$ cat src/rtl/namuru_accum_bank.sv
// Namuru correlator accumulation dump bank with WISHBONE slave port.
// Optional NAMURU_DUMP_TIMESTAMP_EN latches a free-running cycle count per dump.
module namuru_accum_bank #(
    parameter int NCH      = 12,
    parameter int ACCW     = 16,
    parameter int ACK_WAIT = 1
) (
    input  logic                sys_clk,
    input  logic                sys_rst,
    input  logic [31:0]         wb_adr_i,
    output logic [31:0]         wb_dat_o,
    input  logic [31:0]         wb_dat_i,
    input  logic [3:0]          wb_sel_i,
    input  logic                wb_stb_i,
    input  logic                wb_cyc_i,
    output logic                wb_ack_o,
    input  logic                wb_we_i,
    input  logic [NCH-1:0]      dump_i,
    input  logic [NCH*ACCW-1:0] acc_i_i,
    input  logic [NCH*ACCW-1:0] acc_q_i,
    output logic                accum_int
);
    localparam logic [31:0] ID = {8'h4E, 8'(NCH), 8'(ACCW), 8'(ACK_WAIT)};

    typedef enum logic {S_IDLE, S_WAIT} state_t;

    state_t          state_q, state_d;
    logic [2:0]      wcnt_q, wcnt_d;
    logic            ack_q, ack_d;
    logic [31:0]     dat_q, dat_d;
    logic            stat_rd_q, stat_rd_d;
    logic            int_q, int_d;
    logic [ACCW-1:0] i_q [NCH];
    logic [ACCW-1:0] i_d [NCH];
    logic [ACCW-1:0] q_q [NCH];
    logic [ACCW-1:0] q_d [NCH];
    logic [15:0]     cnt_q [NCH];
    logic [15:0]     cnt_d [NCH];
    logic [NCH-1:0]  status_q, status_d;
    logic [NCH-1:0]  missed_q, missed_d;
    logic [NCH-1:0]  mask_q, mask_d;

    logic            req, fire, wr;
    logic [7:0]      word;
    logic [5:0]      ch;
    logic [31:0]     bmask, rd_data;
    logic [NCH-1:0]  clr;
    logic            unused_adr;

    assign req        = wb_cyc_i & wb_stb_i;
    assign word       = wb_adr_i[9:2];
    assign ch         = word[7:2];
    assign unused_adr = ^{wb_adr_i[31:10], wb_adr_i[1:0]};
    assign bmask      = {{8{wb_sel_i[3]}}, {8{wb_sel_i[2]}},
                         {8{wb_sel_i[1]}}, {8{wb_sel_i[0]}}};
    assign fire       = (state_q == S_WAIT) && req && (wcnt_q == 3'd0);
    assign wr         = fire && wb_we_i;

`ifdef NAMURU_DUMP_TIMESTAMP_EN
    logic [31:0] tmr_q, tmr_d;
    logic [31:0] ts_q [NCH];
    logic [31:0] ts_d [NCH];

    always_comb begin
        tmr_d = tmr_q + 32'd1;
        ts_d  = ts_q;
        for (int c = 0; c < NCH; c++) begin
            if (dump_i[c]) ts_d[c] = tmr_q;
        end
    end

    always_ff @(posedge sys_clk) begin
        if (sys_rst) begin
            tmr_q <= '0;
            for (int c = 0; c < NCH; c++) ts_q[c] <= '0;
        end else begin
            tmr_q <= tmr_d;
            ts_q  <= ts_d;
        end
    end
`endif

    always_comb begin
        rd_data = '0;
        if (word == 8'hF0) rd_data = 32'(status_q);
        else if (word == 8'hF1) rd_data = 32'(missed_q);
        else if (word == 8'hF2) rd_data = 32'(mask_q);
        else if (word == 8'hF3) rd_data = ID;
        else begin
            for (int c = 0; c < NCH; c++) begin
                if (int'(ch) == c) begin
                    case (word[1:0])
                        2'd0:    rd_data = 32'($signed(i_q[c]));
                        2'd1:    rd_data = 32'($signed(q_q[c]));
                        2'd2:    rd_data = 32'(cnt_q[c]);
`ifdef NAMURU_DUMP_TIMESTAMP_EN
                        default: rd_data = ts_q[c];
`else
                        default: rd_data = '0;
`endif
                    endcase
                end
            end
        end
    end

    always_comb begin
        state_d   = state_q;
        wcnt_d    = wcnt_q;
        ack_d     = 1'b0;
        dat_d     = dat_q;
        stat_rd_d = 1'b0;
        i_d       = i_q;
        q_d       = q_q;
        cnt_d     = cnt_q;
        status_d  = status_q;
        mask_d    = mask_q;
        int_d     = |(status_q & mask_q);

        case (state_q)
            S_IDLE: begin
                if (req && !ack_q) begin
                    state_d = S_WAIT;
                    wcnt_d  = 3'(ACK_WAIT);
                end
            end
            S_WAIT: begin
                if (!req) begin
                    state_d = S_IDLE;
                end else if (wcnt_q == 3'd0) begin
                    state_d   = S_IDLE;
                    ack_d     = 1'b1;
                    dat_d     = rd_data;
                    stat_rd_d = !wb_we_i && (word == 8'hF0);
                end else begin
                    wcnt_d = wcnt_q - 3'd1;
                end
            end
            default: state_d = S_IDLE;
        endcase

        clr = (wr && word == 8'hF1) ? NCH'(wb_dat_i & bmask) : '0;
        if (wr && word == 8'hF2)
            mask_d = NCH'((32'(mask_q) & ~bmask) | (wb_dat_i & bmask));

        // Clear only what the CPU saw; dumps landing in the ack cycle survive
        if (ack_q && stat_rd_q) status_d = status_q & ~NCH'(dat_q);

        missed_d = missed_q & ~clr;
        for (int c = 0; c < NCH; c++) begin
            if (dump_i[c]) begin
                if (status_q[c]) missed_d[c] = 1'b1;
                status_d[c] = 1'b1;
                i_d[c]      = acc_i_i[c*ACCW +: ACCW];
                q_d[c]      = acc_q_i[c*ACCW +: ACCW];
                cnt_d[c]    = cnt_q[c] + 16'd1;
            end
        end
    end

    always_ff @(posedge sys_clk) begin
        if (sys_rst) begin
            state_q   <= S_IDLE;
            wcnt_q    <= '0;
            ack_q     <= 1'b0;
            dat_q     <= '0;
            stat_rd_q <= 1'b0;
            int_q     <= 1'b0;
            status_q  <= '0;
            missed_q  <= '0;
            mask_q    <= '0;
            for (int c = 0; c < NCH; c++) begin
                i_q[c]   <= '0;
                q_q[c]   <= '0;
                cnt_q[c] <= '0;
            end
        end else begin
            state_q   <= state_d;
            wcnt_q    <= wcnt_d;
            ack_q     <= ack_d;
            dat_q     <= dat_d;
            stat_rd_q <= stat_rd_d;
            int_q     <= int_d;
            status_q  <= status_d;
            missed_q  <= missed_d;
            mask_q    <= mask_d;
            i_q       <= i_d;
            q_q       <= q_d;
            cnt_q     <= cnt_d;
        end
    end

    assign wb_ack_o  = ack_q;
    assign wb_dat_o  = dat_q;
    assign accum_int = int_q;

endmodule
$ cat config.mk
export PLATFORM = sky130hd
export DESIGN_NAME = namuru_accum_bank
export DESIGN_NICKNAME = d
export VERILOG_FILES = /design/src/rtl/namuru_accum_bank.sv
export SDC_FILE = /design/constraint.sdc
export NUM_CORES = 1
export LEC_CHECK = 0
export ABC_AREA = 1
export BUFFER_PORTS_ARGS = -buffer_cell sky130_fd_sc_hd__buf_2
export CORE_MARGIN = 2
export CORE_UTILIZATION = 63
export CTS_BUF_LIST = sky130_fd_sc_hd__clkbuf_4
export DETAILED_ROUTE_END_ITERATION = 7
export PLACE_DENSITY = 0.93
export SYNTH_ARGS = -nofsm -noshare
export SYNTH_HDL_FRONTEND = slang
export SYNTH_SLANG_ARGS = --single-unit
$ cat constraint.sdc
create_clock -name sys_clk -period 5.2 [get_ports sys_clk]
set_clock_uncertainty 0.2 [all_clocks]
set_input_delay 0.26 -clock sys_clk [delete_from_list [all_inputs] [get_ports sys_clk]]
set_output_delay 0.26 -clock sys_clk [all_outputs]
set_load 0.01 [all_outputs]
==> flow_summary.html, run 1 <==
<table>
<tr><th>Metric</th><th>Value</th></tr>
<tr><th colspan="2">Synth</th></tr>
<tr><td>Post-synthesis instance area</td><td>roughly 29000 sq um</td></tr>
<tr><td>Net count after synthesis</td><td>4619</td></tr>
<tr><td>Distinct cell type count after synthesis</td><td>46</td></tr>
<tr><td>Number of instances in the synthesized netlist</td><td>4136</td></tr>
<tr><td>Yosys warning total</td><td>0</td></tr>
<tr><td>Proportion of synthesized flip-flops having asynchronous set or reset</td><td>0%</td></tr>
<tr><td>Synth top area share</td><td>about 44%</td></tr>
<tr><td>Library cell occupying the most area in the post-synthesis netlist</td><td>sky130_fd_sc_hd__dfxtp_1</td></tr>
<tr><td>Number of synthesized register bits</td><td>about 640</td></tr>
<tr><td>Leading post-synthesis cells by cell area</td><td>sky130_fd_sc_hd__dfxtp_1, sky130_fd_sc_hd__nor2_1, sky130_fd_sc_hd__o21ai_0</td></tr>
<tr><td>Synthesized area per cell</td><td>~7.0 sq um</td></tr>
<tr><td>Share of the yosys chip area belonging to registers</td><td>between 40% and 50%</td></tr>
<tr><td>Number of enable-type register cells in the synthesized netlist</td><td>0</td></tr>
<tr><td>Top FF cell, synth</td><td>sky130_fd_sc_hd__dfxtp_1</td></tr>
<tr><th colspan="2">Die</th></tr>
<tr><td>Top-Level Pins</td><td>~500</td></tr>
<tr><td>Initial Util</td><td>a little under two thirds</td></tr>
<tr><td>Number of core rows</td><td>just under 80</td></tr>
<tr><td>Y dimension of the die</td><td>about 220 um</td></tr>
<tr><td>Die extent in x</td><td>218 um</td></tr>
<tr><th colspan="2">CTS</th></tr>
<tr><td>Clock root cell</td><td>sky130_fd_sc_hd__clkbuf_4</td></tr>
<tr><td>Number of buffers inserted to repair setup after CTS</td><td>0</td></tr>
<tr><td>Number of levels in the clock H-tree</td><td>4</td></tr>
<tr><td>CTS Buf Count</td><td>160</td></tr>
<tr><td>Number of buffers on the longest clock path</td><td>3</td></tr>
<tr><td>Count of instances resized after the clock tree is built</td><td>0</td></tr>
<tr><td>Clock sink total</td><td>roughly 640</td></tr>
<tr><td>Post-CTS Hold Buffers</td><td>~1100</td></tr>
<tr><th colspan="2">Status</th></tr>
<tr><td>Err</td><td>[ERROR RSZ-0060] Max buffer count reached.</td></tr>
<tr><td>Outcome</td><td>did not finish</td></tr>
<tr><td>Terminating stage of the flow</td><td>clock tree synthesis</td></tr>
<tr><th colspan="2">Placement</th></tr>
<tr><td>Final weighted congestion in routability-driven placement</td><td>around 1.0</td></tr>
<tr><td>Count of buffers from port buffering</td><td>roughly 460</td></tr>
<tr><td>Number of cells in the design after placement</td><td>~5000</td></tr>
<tr><td>Detailed placer's ending HPWL</td><td>approximately 66 mm</td></tr>
</table>
==> per-stage QoR <==
stage	cell area, sq um	worst slack [ps]	util, %
after global placement	31200	1170	68.9
after detailed placement	31200	1160	68.9
after floorplan	28900	2880	-
==> synthesized netlist by cell type (3+ instances only) <==
| library cell | count |
|---|---|
| sky130_fd_sc_hd__dfxtp_1 | 637 |
| sky130_fd_sc_hd__o21ai_1 | 14 |
| sky130_fd_sc_hd__inv_2 | 8 |
| sky130_fd_sc_hd__o21bai_1 | 3 |
| sky130_fd_sc_hd__a211oi_1 | 11 |
| sky130_fd_sc_hd__inv_1 | 383 |
| sky130_fd_sc_hd__a221oi_1 | 18 |
| sky130_fd_sc_hd__inv_4 | 4 |
| sky130_fd_sc_hd__o211ai_1 | 45 |
| sky130_fd_sc_hd__nor2_2 | 7 |
| sky130_fd_sc_hd__nand3_1 | 101 |
| sky130_fd_sc_hd__a31oi_1 | 7 |
| sky130_fd_sc_hd__nor2_4 | 6 |
| sky130_fd_sc_hd__o221ai_1 | 42 |
| sky130_fd_sc_hd__clkbuf_1 | 171 |
| sky130_fd_sc_hd__a21oi_1 | 372 |
| sky130_fd_sc_hd__nor3b_1 | 7 |
| sky130_fd_sc_hd__clkinv_1 | 4 |
| sky130_fd_sc_hd__o2111ai_1 | 55 |
| sky130_fd_sc_hd__buf_1 | 4 |
| sky130_fd_sc_hd__nand2_2 | 3 |
| sky130_fd_sc_hd__ha_1 | 14 |
| sky130_fd_sc_hd__o31ai_1 | 3 |
| sky130_fd_sc_hd__o21ai_0 | 523 |
| sky130_fd_sc_hd__o22ai_1 | 33 |
| sky130_fd_sc_hd__buf_2 | 46 |
| sky130_fd_sc_hd__o21a_1 | 10 |
| sky130_fd_sc_hd__buf_4 | 30 |
| sky130_fd_sc_hd__nand4_1 | 28 |
| sky130_fd_sc_hd__nor4_1 | 27 |
| sky130_fd_sc_hd__nor2_1 | 755 |
| sky130_fd_sc_hd__nand2_1 | 633 |
| sky130_fd_sc_hd__nor3_1 | 115 |
==> kinds of logic after synthesis <==
| group | Yosys count | share of synthesized area (%) |
|---|---|---|
| fa+ha+maj | 14 | 0.606 |
| simple gates | 1690 | 23.9 |
| xor+xnor | 1 | 0.0303 |
| flops | 637 | 44.1 |
| buf+inv | 650 | 9.07 |
| compound gates | 1144 | 22.2 |
==> run 2, diff against run 1 <==
- CORE_UTILIZATION: 63 -> 40
- CTS_BUF_LIST: sky130_fd_sc_hd__clkbuf_4 -> unset
- PLACE_DENSITY: 0.93 -> unset
- PLACE_DENSITY_LB_ADDON: unset -> 0.15
==> flow_summary.html, run 2 <==
<table>
<tr><th>Metric</th><th>Value</th></tr>
<tr><th colspan="2">Placement</th></tr>
<tr><td>Count of buffers from port buffering</td><td>456 (unchanged)</td></tr>
<tr><td>Detailed placer's ending HPWL</td><td>76.0 mm (was 66.4 mm)</td></tr>
<tr><td>Final weighted congestion in routability-driven placement</td><td>0.902 (was 1.04)</td></tr>
<tr><th colspan="2">Drt</th></tr>
<tr><td>WL final</td><td>113 mm</td></tr>
<tr><td>Drt wl/cell</td><td>roughly 19 um</td></tr>
<tr><td>DRC violations left</td><td>0</td></tr>
<tr><td>Routed via count divided by cell count</td><td>between 5 and 6</td></tr>
<tr><td>First-pass DRT Iterations</td><td>6</td></tr>
<tr><td>DR vias</td><td>roughly 31000</td></tr>
<tr><td>Count of antenna-violating nets left after detailed routing</td><td>0</td></tr>
<tr><td>Number of DRC violations after detailed-routing iteration 0</td><td>roughly 2900</td></tr>
<tr><th colspan="2">STA</th></tr>
<tr><td>Unrepaired setup endpoints after global routing</td><td>no</td></tr>
<tr><td>Shortest period the worst path allows</td><td>roughly 4000 ps</td></tr>
<tr><td>Final number of max-transition violations</td><td>0</td></tr>
<tr><td>Fmax</td><td>257 MHz</td></tr>
<tr><td>Final Hold Viols</td><td>0</td></tr>
<tr><td>Final clock period utilization by the worst path</td><td>about three quarters</td></tr>
<tr><td>Accumulated negative setup slack</td><td>0 ps</td></tr>
<tr><td>Tightest Pin Transition</td><td>between 1000 and 1500 ps</td></tr>
<tr><td>Final Setup Violations</td><td>0</td></tr>
<tr><td>Worst slew margin relative to its limit</td><td>27.6%</td></tr>
<tr><td>Worst Hold Margin</td><td>between 30 and 40 ps</td></tr>
<tr><th colspan="2">Worst setup path</th></tr>
<tr><td>CP max stage cell</td><td>sky130_fd_sc_hd__dlygate4sd3_1</td></tr>
<tr><td>Crit path capture type</td><td>flop</td></tr>
<tr><td>Critical-path maximum fanout</td><td>22</td></tr>
<tr><td>Crit path largest cell delay</td><td>~570 ps</td></tr>
<tr><td>Critical path cell sequence</td><td>inv_1 -&gt; ha_1 -&gt; nand2_1 -&gt; nor3_2 -&gt; buf_4 -&gt; inv_1 -&gt; nor2_1 -&gt; nand2_1 -&gt; nor2_1 -&gt; inv_1 -&gt; o21ai_0 -&gt; dlygate4sd3_1 -&gt; nor2_1 -&gt; dlygate4sd3_1</td></tr>
<tr><td>Required time at the worst-slack endpoint</td><td>about 5500 ps</td></tr>
<tr><td>Worst EP arrival</td><td>approximately 4200 ps</td></tr>
<tr><td>Nature of the critical path startpoint</td><td>flop</td></tr>
<tr><td>Setup Crit Path Kind</td><td>flop to flop</td></tr>
<tr><th colspan="2">CTS</th></tr>
<tr><td>Clock root cell</td><td>sky130_fd_sc_hd__clkbuf_16 (was sky130_fd_sc_hd__clkbuf_4)</td></tr>
<tr><td>Clock transition at the register clock pins on the worst setup and hold paths after CTS</td><td>60 ps</td></tr>
<tr><td>Number of buffers on the longest clock path</td><td>3 (unchanged)</td></tr>
<tr><td>Number of levels in the clock H-tree</td><td>3 (was 4)</td></tr>
<tr><td>Source-to-sink clock delay at the later pin of the worst-skew pair</td><td>approximately 620 ps</td></tr>
<tr><td>Count of instances resized after the clock tree is built</td><td>0 (unchanged)</td></tr>
<tr><td>Clock sink total</td><td>637 (unchanged)</td></tr>
<tr><td>Number of buffers inserted to repair setup after CTS</td><td>0 (unchanged)</td></tr>
<tr><td>CTS tree</td><td>done</td></tr>
<tr><td>CTS Buf Count</td><td>73 (was 160)</td></tr>
<tr><th colspan="2">Synth</th></tr>
<tr><td>Proportion of synthesized flip-flops having asynchronous set or reset</td><td>0% (unchanged)</td></tr>
<tr><td>Distinct cell type count after synthesis</td><td>46 (unchanged)</td></tr>
<tr><td>Top FF cell, synth</td><td>sky130_fd_sc_hd__dfxtp_1 (unchanged)</td></tr>
<tr><td>Synth top cells by count</td><td>sky130_fd_sc_hd__nor2_1, sky130_fd_sc_hd__dfxtp_1, sky130_fd_sc_hd__nand2_1, sky130_fd_sc_hd__o21ai_0, sky130_fd_sc_hd__inv_1 (unchanged)</td></tr>
<tr><td>Net count after synthesis</td><td>4619 (unchanged)</td></tr>
<tr><td>Synth top area share</td><td>44.1% (unchanged)</td></tr>
<tr><td>Proportion of synthesized area in mux cells</td><td>0% (unchanged)</td></tr>
<tr><td>Library cell occupying the most area in the post-synthesis netlist</td><td>sky130_fd_sc_hd__dfxtp_1 (unchanged)</td></tr>
<tr><td>Post-Synth Adder-Cell Area</td><td>0.606% (unchanged)</td></tr>
<tr><td>Number of instances in the synthesized netlist</td><td>4136 (unchanged)</td></tr>
<tr><td>Share of the yosys chip area belonging to registers</td><td>44.1% (unchanged)</td></tr>
<tr><td>Number of synthesized register bits</td><td>637 (unchanged)</td></tr>
<tr><td>Largest family of logic cells by synthesized area</td><td>simple AND/OR/NAND/NOR gates (unchanged)</td></tr>
<tr><td>Area share of and/or/nand/nor cells after synthesis</td><td>23.9% (unchanged)</td></tr>
<tr><td>Number of enable-type register cells in the synthesized netlist</td><td>0 (unchanged)</td></tr>
<tr><td>Post-synthesis instance area</td><td>28900 sq um (unchanged)</td></tr>
<tr><td>Xor and xnor area share after synthesis</td><td>0.0303% (unchanged)</td></tr>
<tr><td>Yosys warning total</td><td>0 (unchanged)</td></tr>
<tr><td>Leading cell type by number of instances after synthesis</td><td>sky130_fd_sc_hd__nor2_1 (unchanged)</td></tr>
<tr><td>Fraction of the mapped netlist area in compound gates</td><td>22.2% (unchanged)</td></tr>
<tr><td>Leading post-synthesis cells by cell area</td><td>sky130_fd_sc_hd__dfxtp_1, sky130_fd_sc_hd__nor2_1, sky130_fd_sc_hd__o21ai_0 (unchanged)</td></tr>
<tr><td>Synthesized area per cell</td><td>6.98 sq um (unchanged)</td></tr>
<tr><th colspan="2">Die</th></tr>
<tr><td>Area of the die</td><td>about 74000 sq um</td></tr>
<tr><td>Area inside the core boundary</td><td>71500 sq um</td></tr>
<tr><td>Number of core rows</td><td>98 (was 78)</td></tr>
<tr><td>Die extent in x</td><td>273 um (was 218 um)</td></tr>
<tr><td>Initial Util</td><td>40.4% (was 63.8%)</td></tr>
<tr><td>Top-Level Pins</td><td>503 (unchanged)</td></tr>
<tr><td>Y dimension of the die</td><td>273 um (was 218 um)</td></tr>
<tr><th colspan="2">Power</th></tr>
<tr><td>P per Cell Area</td><td>approximately 310 nW/um^2</td></tr>
<tr><td>Fraction of power spent switching nets</td><td>between 20% and 30%</td></tr>
<tr><td>Cell-internal power</td><td>approximately 0.0089 W</td></tr>
<tr><td>Power share of the clock group</td><td>between 40% and 50%</td></tr>
<tr><td>Seq pwr share</td><td>between 40% and 50%</td></tr>
<tr><td>Leakage power figure</td><td>15.6 nW</td></tr>
<tr><td>Switching power of the nets</td><td>about 0.0031 W</td></tr>
<tr><td>Peak supply drop</td><td>between 0.2 and 0.25 mV</td></tr>
<tr><td>Combinational share of power</td><td>a little under an eighth</td></tr>
<tr><th colspan="2">Global route</th></tr>
<tr><td>Global route total overflow</td><td>0</td></tr>
<tr><td>First-pass GRT wire length</td><td>~170 mm</td></tr>
<tr><td>Total global-route track usage</td><td>between 20 and 30%</td></tr>
<tr><td>Met3 Track Usage GR</td><td>5.06%</td></tr>
<tr><td>Met2 layer usage reported by global route</td><td>47.1%</td></tr>
<tr><td>Met1 Use GR</td><td>around 39%</td></tr>
<tr><td>Initial antenna violation count</td><td>9</td></tr>
<tr><td>Number of global-route vias before repair</td><td>29600</td></tr>
<tr><td>Most crowded layer after global routing</td><td>met2</td></tr>
<tr><td>Largest net degree at the start of global routing</td><td>163</td></tr>
<tr><th colspan="2">Layout</th></tr>
<tr><td>Share of layout cells above drive strength 1</td><td>approximately an eighth</td></tr>
<tr><td>Top library cells by usage in the layout, fill and taps aside</td><td>sky130_fd_sc_hd__nor2_1, sky130_fd_sc_hd__dfxtp_1, sky130_fd_sc_hd__nand2_1</td></tr>
<tr><td>Most common cell after layout, fill and taps aside</td><td>sky130_fd_sc_hd__nor2_1</td></tr>
<tr><td>Biggest registers after layout</td><td>cnt_q: 192 flops, i_q: 192 flops, q_q: 192 flops</td></tr>
<tr><td>Post-layout nets</td><td>approximately 5400</td></tr>
<tr><td>Area added between synthesis and finish</td><td>34.7%</td></tr>
<tr><td>FILL cells</td><td>approximately 6800</td></tr>
<tr><th colspan="2">Run</th></tr>
<tr><td>Count of maximum capacitance violations</td><td>0</td></tr>
<tr><th colspan="2">Status</th></tr>
<tr><td>Outcome</td><td>finished, final reports clean (was did not finish)</td></tr>
<tr><th colspan="2">Hold path</th></tr>
<tr><td>Worst hold path type</td><td>primary input to flop</td></tr>
</table>
==> run 2: cell counts after synthesis <==
Identical to the previous run, type by type.
==> run 2: final cells by class <==
type	count	area (sq um)	share of cell area [%]
Antenna cell	6	15.0	0.0386
Inverter	399	1520	3.89
Clock buffer	105	2150	5.52
Sequential cell	637	12800	32.8
Tap cell	950	1190	3.05
Multi-Input combinational cell	2849	13500	34.8
Timing Repair Buffer	974	7450	19.2
Clock inverter	26	302	0.775
==> run 2: worst paths after layout <==
path                                              from                      to  slack (ps)  cells after the start
worst min-delay path                           sys_rst  cnt_q[43]$_SDFFE_PP0P_          30                      2
worst max register to register  wcnt_q[0]$_SDFFE_PP0P_                    flop        1310                     14
worst max-delay path            wcnt_q[0]$_SDFFE_PP0P_                    flop        1310                     14
worst min register to register  cnt_q[31]$_SDFFE_PP0P_  cnt_q[31]$_SDFFE_PP0P_         250                      1
==> run 2: power groups by stage <==
stage               combinational [W]  sequential, W  clock (W)
detailed placement            0.00106        0.00535          0
global route                  0.00151        0.00527    0.00558
floorplan                    0.000622        0.00530          0
finish                        0.00138        0.00525    0.00533
global placement              0.00105        0.00535          0
CTS                           0.00135        0.00525    0.00538
==> run 2: routing by layer <==
layer	up-vias	wire [um]
met3	246	8060
met5	-	44
met4	8	4490
li1	15400	-
met1	14700	49000
met2	1138	51800
==> run 2: kinds of logic (layout without fill, tap and decap cells) <==
kind of cell / Yosys count / in the layout
buf+inv: 650 / 1504
simple gates: 1690 / 1690
xor+xnor: 1 / 1
flops: 637 / 637
other cells: 0 / 6
compound gates: 1144 / 1144
fa+ha+maj: 14 / 14
==> run 2: repair_timing <==
item	4_1_cts	5_1_grt
endpoints found under the setup margin	0	0
hold buffers	476	0
hold endpoints to repair	422	0
==> run 2: per-stage QoR <==
stage | setup WS (ps) | area (sq um) | total power (W) | std cells | utilization [%]
after floorplan | 2880 | 28900 | 0.00593 | 4136 | -
after global placement | 1090 | 31700 | 0.00641 | 5333 | 44.3
after detailed placement | 1050 | 31700 | 0.00641 | 5333 | 44.3
after CTS | 1360 | 38900 | 0.0120 | 5940 | 54.4
after global routing | 1030 | 38900 | 0.0124 | 5944 | 54.4
final | 1310 | 38900 | 0.0120 | 5946 | 54.4
==> run 2: worst max-delay path, delay by kind of cell (launching register included) <==
kind	cells	cell delay (ps)
buffers and inverters	6	2080
AND/OR/NAND/NOR	6	880
flip-flops	1	290
adder cells (fa/ha/maj)	1	150
AO/OA/AOI/OAI	1	150
Power figures use the tool's default switching activity.
